===== src/rtl/instruction_fetch_stage.sv =====
// Instruction fetch stage: PC register plus the IF/ID pipeline register.
// Drives a combinational instruction memory, applies stall/flush/redirect,
// and parks in HALT after a fetch beyond the instruction memory.
// Optional build macro: FETCH_PERF_COUNTERS_EN adds fetch/stall counters.
module instruction_fetch_stage #(
  parameter logic [31:0] RESET_PC   = 32'h0000_0000,
  parameter int unsigned IMEM_WORDS = 128,
  parameter logic [31:0] NOP_WORD   = 32'h0000_0000
) (
  input  logic        clk,
  input  logic        reset,
  output logic [31:0] imem_addr,
  input  logic [31:0] imem_instr,
  input  logic        stall,
  input  logic        flush,
  input  logic        branch_taken,
  input  logic [31:0] branch_target,
  input  logic        jump_en,
  input  logic [25:0] jump_index,
  output logic [31:0] pc,
  output logic [31:0] if_id_instr,
  output logic [31:0] if_id_pc_plus4,
  output logic        if_id_valid,
  output logic        halted,
  output logic        misalign_err,
  output logic        range_err
`ifdef FETCH_PERF_COUNTERS_EN
  ,
  output logic [31:0] fetch_count,
  output logic [31:0] stall_count
`endif
);

  typedef enum logic [0:0] {ST_RUN = 1'b0, ST_HALT = 1'b1} state_t;

  state_t      r_state;
  logic [31:0] r_pc;
  logic [31:0] r_instr;
  logic [31:0] r_pc4;
  logic        r_valid;
  logic        r_halted;
  logic        r_misalign;
  logic        r_range;

  logic        w_redirect;
  logic [31:0] w_jump_target;
  logic [31:0] w_raw_target;
  logic [31:0] w_target;
  logic        w_misaligned;
  logic [31:0] w_pc_plus4;
  logic        w_out_of_range;

  // The jump is resolved in ID, so its upper bits come from the registered PC+4.
  assign w_redirect     = branch_taken | jump_en;
  assign w_jump_target  = {r_pc4[31:28], jump_index, 2'b00};
  assign w_raw_target   = branch_taken ? branch_target : w_jump_target;
  assign w_target       = {w_raw_target[31:2], 2'b00};
  assign w_misaligned   = w_redirect && (w_raw_target[1:0] != 2'b00);
  assign w_pc_plus4     = r_pc + 32'd4;
  assign w_out_of_range = ({2'b00, r_pc[31:2]} >= IMEM_WORDS);

  assign imem_addr      = r_pc;
  assign pc             = r_pc;
  assign if_id_instr    = r_instr;
  assign if_id_pc_plus4 = r_pc4;
  assign if_id_valid    = r_valid;
  assign halted         = r_halted;
  assign misalign_err   = r_misalign;
  assign range_err      = r_range;

  // PC, IF/ID and RUN/HALT control. Bubbles clear instr/valid but leave the
  // stale PC+4 in place, since nothing downstream uses it while valid is 0.
  always_ff @(posedge clk) begin
    if (reset) begin
      r_state    <= ST_RUN;
      r_pc       <= RESET_PC;
      r_instr    <= NOP_WORD;
      r_pc4      <= 32'h0;
      r_valid    <= 1'b0;
      r_halted   <= 1'b0;
      r_misalign <= 1'b0;
      r_range    <= 1'b0;
    end else begin
      if (w_misaligned) begin
        r_misalign <= 1'b1;
      end
      case (r_state)
        ST_RUN: begin
          if (w_redirect) begin
            r_pc    <= w_target;
            r_instr <= NOP_WORD;
            r_valid <= 1'b0;
          end else if (stall) begin
            r_pc    <= r_pc;
          end else if (w_out_of_range) begin
            r_instr  <= NOP_WORD;
            r_valid  <= 1'b0;
            r_range  <= 1'b1;
            r_state  <= ST_HALT;
            r_halted <= 1'b1;
          end else if (flush) begin
            r_instr <= NOP_WORD;
            r_valid <= 1'b0;
            r_pc    <= w_pc_plus4;
          end else begin
            r_instr <= imem_instr;
            r_pc4   <= w_pc_plus4;
            r_valid <= 1'b1;
            r_pc    <= w_pc_plus4;
          end
        end
        ST_HALT: begin
          r_instr <= NOP_WORD;
          r_valid <= 1'b0;
          if (w_redirect) begin
            r_pc     <= w_target;
            r_state  <= ST_RUN;
            r_halted <= 1'b0;
          end
        end
      endcase
    end
  end

`ifdef FETCH_PERF_COUNTERS_EN
  logic [31:0] r_fetch_count;
  logic [31:0] r_stall_count;
  logic        w_fetch_evt;
  logic        w_stall_evt;

  assign w_fetch_evt = (r_state == ST_RUN) && !w_redirect && !stall && !w_out_of_range && !flush;
  assign w_stall_evt = (r_state == ST_RUN) && !w_redirect && stall;
  assign fetch_count = r_fetch_count;
  assign stall_count = r_stall_count;

  // Saturating event counters for fetched instructions and stall cycles.
  always_ff @(posedge clk) begin
    if (reset) begin
      r_fetch_count <= 32'h0;
      r_stall_count <= 32'h0;
    end else begin
      if (w_fetch_evt && (r_fetch_count != 32'hFFFF_FFFF)) begin
        r_fetch_count <= r_fetch_count + 32'd1;
      end
      if (w_stall_evt && (r_stall_count != 32'hFFFF_FFFF)) begin
        r_stall_count <= r_stall_count + 32'd1;
      end
    end
  end
`endif

endmodule


===== config.mk =====
export PLATFORM = sky130hd
export DESIGN_NAME = instruction_fetch_stage
export DESIGN_NICKNAME = d
export VERILOG_FILES = /design/src/rtl/instruction_fetch_stage.sv
export SDC_FILE = /design/constraint.sdc
export NUM_CORES = 1
export LEC_CHECK = 0
export BUFFER_PORTS_ARGS = -buffer_cell sky130_fd_sc_hd__buf_4
export CORE_UTILIZATION = 45
export DETAILED_ROUTE_END_ITERATION = 10
export PLACE_DENSITY = 0.8
export SYNTH_ARGS = -nofsm -noshare
export SYNTH_HDL_FRONTEND = slang
export SYNTH_SLANG_ARGS = --single-unit

===== constraint.sdc =====
create_clock -name clk -period 2.6 [get_ports clk]
set_input_delay 0 -clock clk [delete_from_list [all_inputs] [get_ports clk]]
set_output_delay 0 -clock clk [all_outputs]
set_load 0.02 [all_outputs]

; ---- Word-level counts from Yosys, hierarchy flattened
; Index checks and enable logic that the tools add are counted.
[totals]
register_bits = 101
inputBits = 96
output_inout_bits = 132
[op_classes]
add_sub_neg = 1
order_cmp = 1
n_eq_ne = 6
n_mux = 26
bitwise_logic = 6
reduce_logical = 6
[op_table]
columns = operator, n
row1 = two-way mux 32 bit, 9
row2 = case mux 32 bit (2 select lines), 2
row3 = "adder 32 x 3 -> 32 bit, second input constant", 1
row4 = "greater-or-equal comparator 30 x 8 -> 1 bit, second input constant", 1
row5 = two-way mux 1 bit, 12
row6 = AND reduction 4 bit, 2
row7 = "inequality test 2 bit, second input constant", 3
row8 = "inequality test 3 bit, second input constant", 2
row9 = case mux 1 bit (2 select lines), 3
row10 = NOT 1 bit, 5
row11 = AND reduction 5 bit, 1
row12 = AND reduction 3 bit, 1
row13 = "inequality test 2 x 1 -> 1 bit, second input constant", 1
row14 = nonzero test 2 bit, 1
row15 = logical AND 1 bit, 1
row16 = OR 1 bit, 1

; ---- Longest topological paths before layout
[logic_depth]
depth_word = 5
mapped_depth = 9
ltp_nobuf = 6

; ---- Worst setup path after synthesis
; No wires, ideal clock.
[synth_path]
path_type = register to register
startpoint = register r_pc[19], in the netlist imem_addr[19]
endpoint = register r_pc[25], in the netlist imem_addr[25]
t_arrival_ps = 1818
required_ps = 2472
path_slack_ps = 654
path_stages_with_launch = 8
path_buffers = 2
synth_period_minus_slack_ps = 1946
path_cell_list = dfxtp_1 > nor4_1 > nand4_2 > o41a_1 > buf_6 > buf_6 > a222oi_1 > nor2_1
[synth_between]
elab_chain_cells = 5
word_cells_on_any_way = 8
classes_between = add/sub: 1 / order compare: 1 / eq/ne: 1 / mux: 4 / reduce/logical: 1
[synth_rtl]
columns = item, line
row1 = from (decl), 37  ; logic [31:0] r_pc;
row2 = from (signal assigned), 90  ; r_pc <= w_target;
row3 = from (signal assigned), 94  ; r_pc <= r_pc;
row4 = from (signal assigned), 104  ; r_pc <= w_pc_plus4;
row5 = adder 32 x 3 -> 32 bit, 59  ; assign w_pc_plus4 = r_pc + 32'd4;
row6 = two-way mux 32 bit, 95  ; end else if (w_out_of_range) begin
row7 = two-way mux 32 bit, 93  ; end else if (stall) begin
row8 = two-way mux 32 bit, 89  ; if (w_redirect) begin
row9 = case mux 32 bit (2 select lines), 87  ; case (r_state)
; Several ways; a longest one is shown, not always the timed one. The select of a mux whose other input is x is not followed.
; A chain may end at the register's enable or synchronous reset.

; ---- Worst setup path after layout
[layout_path]
startpoint = register r_state
endpoint = register r_pc4[22], in the netlist if_id_pc_plus4[22]
[layout_between]
elab_chain_cells = 2
[layout_rtl]
columns = item, line
row1 = from (decl), 36  ; state_t r_state;
row2 = from (signal assigned), 75  ; r_state <= ST_RUN;
row3 = from (signal assigned), 99  ; r_state <= ST_HALT;
row4 = from (signal assigned), 117  ; r_state <= ST_RUN;
row5 = NOT 1 bit, n/a
row6 = AND reduction 5 bit (no line), n/a
row7 = to (signal assigned), 107  ; r_pc4 <= w_pc_plus4;
row8 = to (decl), 39  ; logic [31:0] r_pc4;
; No other way between the ends.

==> reports/results.txt <==
status - finished clean
share of cells above drive strength 1 - 43.4%
grt ovf - 0
post-synthesis mux area share - 3.72%
worst-skew pair later-pin latency - 0.35 ns
final setup TNS - 0 ns
post-route cell area - 6560 um^2
Worst-path clk slew - 0.10 ns
post-synthesis xor/xnor area fraction - 1.22%
CP required - 2.89 ns
crit path DAT - 2.48 ns
CP Launch Type - flop
asr flop ratio synth - 0%
Compound-Gate Fraction of Synth Area - 19.7%
WS Path Type - flop to flop
worst slew pin tran - 1.00 ns
Fin. Hold Viols - 0
layout net count - 773
Syn Area/Cell - 9.87 um^2
via count - 4205
H-tree lvl count - 3
Diodes inserted - 0
Rows - 35
#FFs+latches synth - 97
Post-CTS Hold Buffers - 60
max-slew violation count - 0
global-route wire length before repair - 20400 um
DR vias/cell - 5.20
number of global-route vias before repair - 4102
fmax - 0.456 GHz
sequential area share after synthesis - 45.1%
combinational family with the most area after synthesis - compound AO/OA/AOI/OAI gates
Final period util - 84.4%
YS warnings - 0
Lkg Pwr - 0.00287 uW
synthesized netlist cell count - 436
critical path's slowest cell - nor2_1
fillers - 661
setup bufs post-CTS - 0
crit path capture type - flop
EDFF count, synth - 0
commonest non-fill, non-tap cells in the layout - buf_4, dfxtp_1, dlygate4sd3_1
largest net degree at the start of global routing - 47
Period minus WS final - 2.19 ns
RePlAce Congestion - 0.760
drt initial violations - 191
Global Route Usage Sum - 25.7%
total core area - 9240 um^2
Hold/Removal Path Class - input pin to flop
post-route antenna net violation count - 0
post-synthesis simple-gate area fraction - 17.9%
drt pass-1 iters - 5
port bufs - 221
Final Setup Violations - 0
Post-Place Cells - 733
final WL - 13000 um
CTS Buf Count - 9
cells along the critical path - or3_1, nor2_4, nor4b_4, nor2_1, and2_1
post-synthesis adder-cell area fraction - 0.582%
synthesis-to-layout area growth - 52.4%
Die Y - 99.8 um
pwr dens - 489 nW/um^2
Fin Clk Skew - 0.0174 ns
Synth cell types - 47
CTS Buffer Depth - 2
MaxCap Viol Count - 0
dpl cell area - 5750 um^2
HPWL Detailed - 8590 um
Initial Util - 46.6%
synthesized area - 4300 um^2
die area - 9960 um^2
CTS sink cnt - 97
routed length per placed instance - 16.1 um
number of top-level pins - 228
RSZ-0062 raised after global routing - no
CP Max Fanout - 22
Critical Path Max Stage Delay - 0.77 ns
ys flop type - dfxtp_1
Max VDD drop - 0.279 mV
antenna violations before repair - 0
CTS tree - built
Die W - 99.8 um
Root Driver - clkbuf_8
Slew HR - 33.1%
CTS resizes - 0
commonest non-fill, non-tap cell in the layout - buf_4
Post-route DRC - 0
Non-Filler Instances - 809
==> per-stage QoR <==
step	setup slack [ns]	total power [uW]	util, %	hold slack [ns]
after floorplan	0.654	1920	-	0.150
after global placement	0.446	2140	62.2	0.245
after detailed placement	0.398	2150	62.2	0.251
after CTS	0.396	3220	71.0	0.0512
after global routing	0.166	3350	71.0	0.0817
final	0.406	3210	71.0	0.0694
==> state kept, by name, summed over array words and instances (netlist names) <==
| signal | count |
|---|---|
| r_state | 1 |
| range_err | 1 |
| if_id_valid | 1 |
| halted | 1 |
| if_id_pc_plus4 | 30 |
| imem_addr | 30 |
| misalign_err | 1 |
| if_id_instr | 32 |
==> synth_stat cells, types with 8 or more instances <==
cell      number  area [um^2]
nor2_1        50          188
nor2_2        21          131
nand2_1       23         86.3
a21oi_1       12         60.1
a22oi_2       20          250
clkbuf_1      15         56.3
a222oi_1      11          110
dfxtp_1       97         1940
a22oi_1       17          128
buf_4         38          285
and2_1        24          150
mux2i_1       16          160
a211oi_1       8         60.1
==> final timing paths <==
kind | from | to | slack, ns | depth (start not counted)
max | r_state$_SDFF_PP0_ | if_id_pc_plus4[22]$_SDFFE_PP0P_ | 0.41 | 5
min | jump_en | halted$_SDFFE_PP0P_ | 0.07 | 4
max reg2reg | r_state$_SDFF_PP0_ | if_id_pc_plus4[22]$_SDFFE_PP0P_ | 0.41 | 5
min reg2reg | range_err$_SDFFE_PP0P_ | range_err$_SDFFE_PP0P_ | 0.46 | 2
==> where the power goes <==
| group | total (uW) | leakage, uW | internal (uW) | switching, uW |
|---|---|---|---|---|
| Sequential | 1580 | 0.000788 | 1520 | 57.2 |
| Clock | 1010 | 0.000103 | 482 | 533 |
| Combinational | 615 | 0.00198 | 311 | 304 |
==> final cells by class <==
class,instances,area (um^2),share of cell area (%)
clock inverter,6,72.6,1.11
timing repair buffer,290,2340,35.7
clock buffer,10,138,2.10
sequential,97,1940,29.6
multi-input combinational,270,1880,28.6
inverter,7,26.3,0.401
tap,129,161,2.46
==> critical path: cells and delay by family, from the launching register on <==
kind	cells	cell delay, ns
flops	1	0.50
simple gates	5	1.65
==> logic make-up (layout without fill, tap and decap cells) <==
group	Yosys count	in the layout
compound gates	95	95
xor+xnor	6	6
fa+ha+maj	2	2
buf+inv	74	313
flops	97	97
mux	16	16
other cells	1	6
simple gates	145	145
==> routing by layer <==
| layer | track usage [%] | routed length [um] |
|---|---|---|
| met5 | 0 | 0 |
| met3 | 5.01 | 1090 |
| met2 | 44.6 | 6390 |
| met4 | 8.03 | 229 |
| met1 | 32.3 | 5330 |
(Power assumes the default switching activity.)
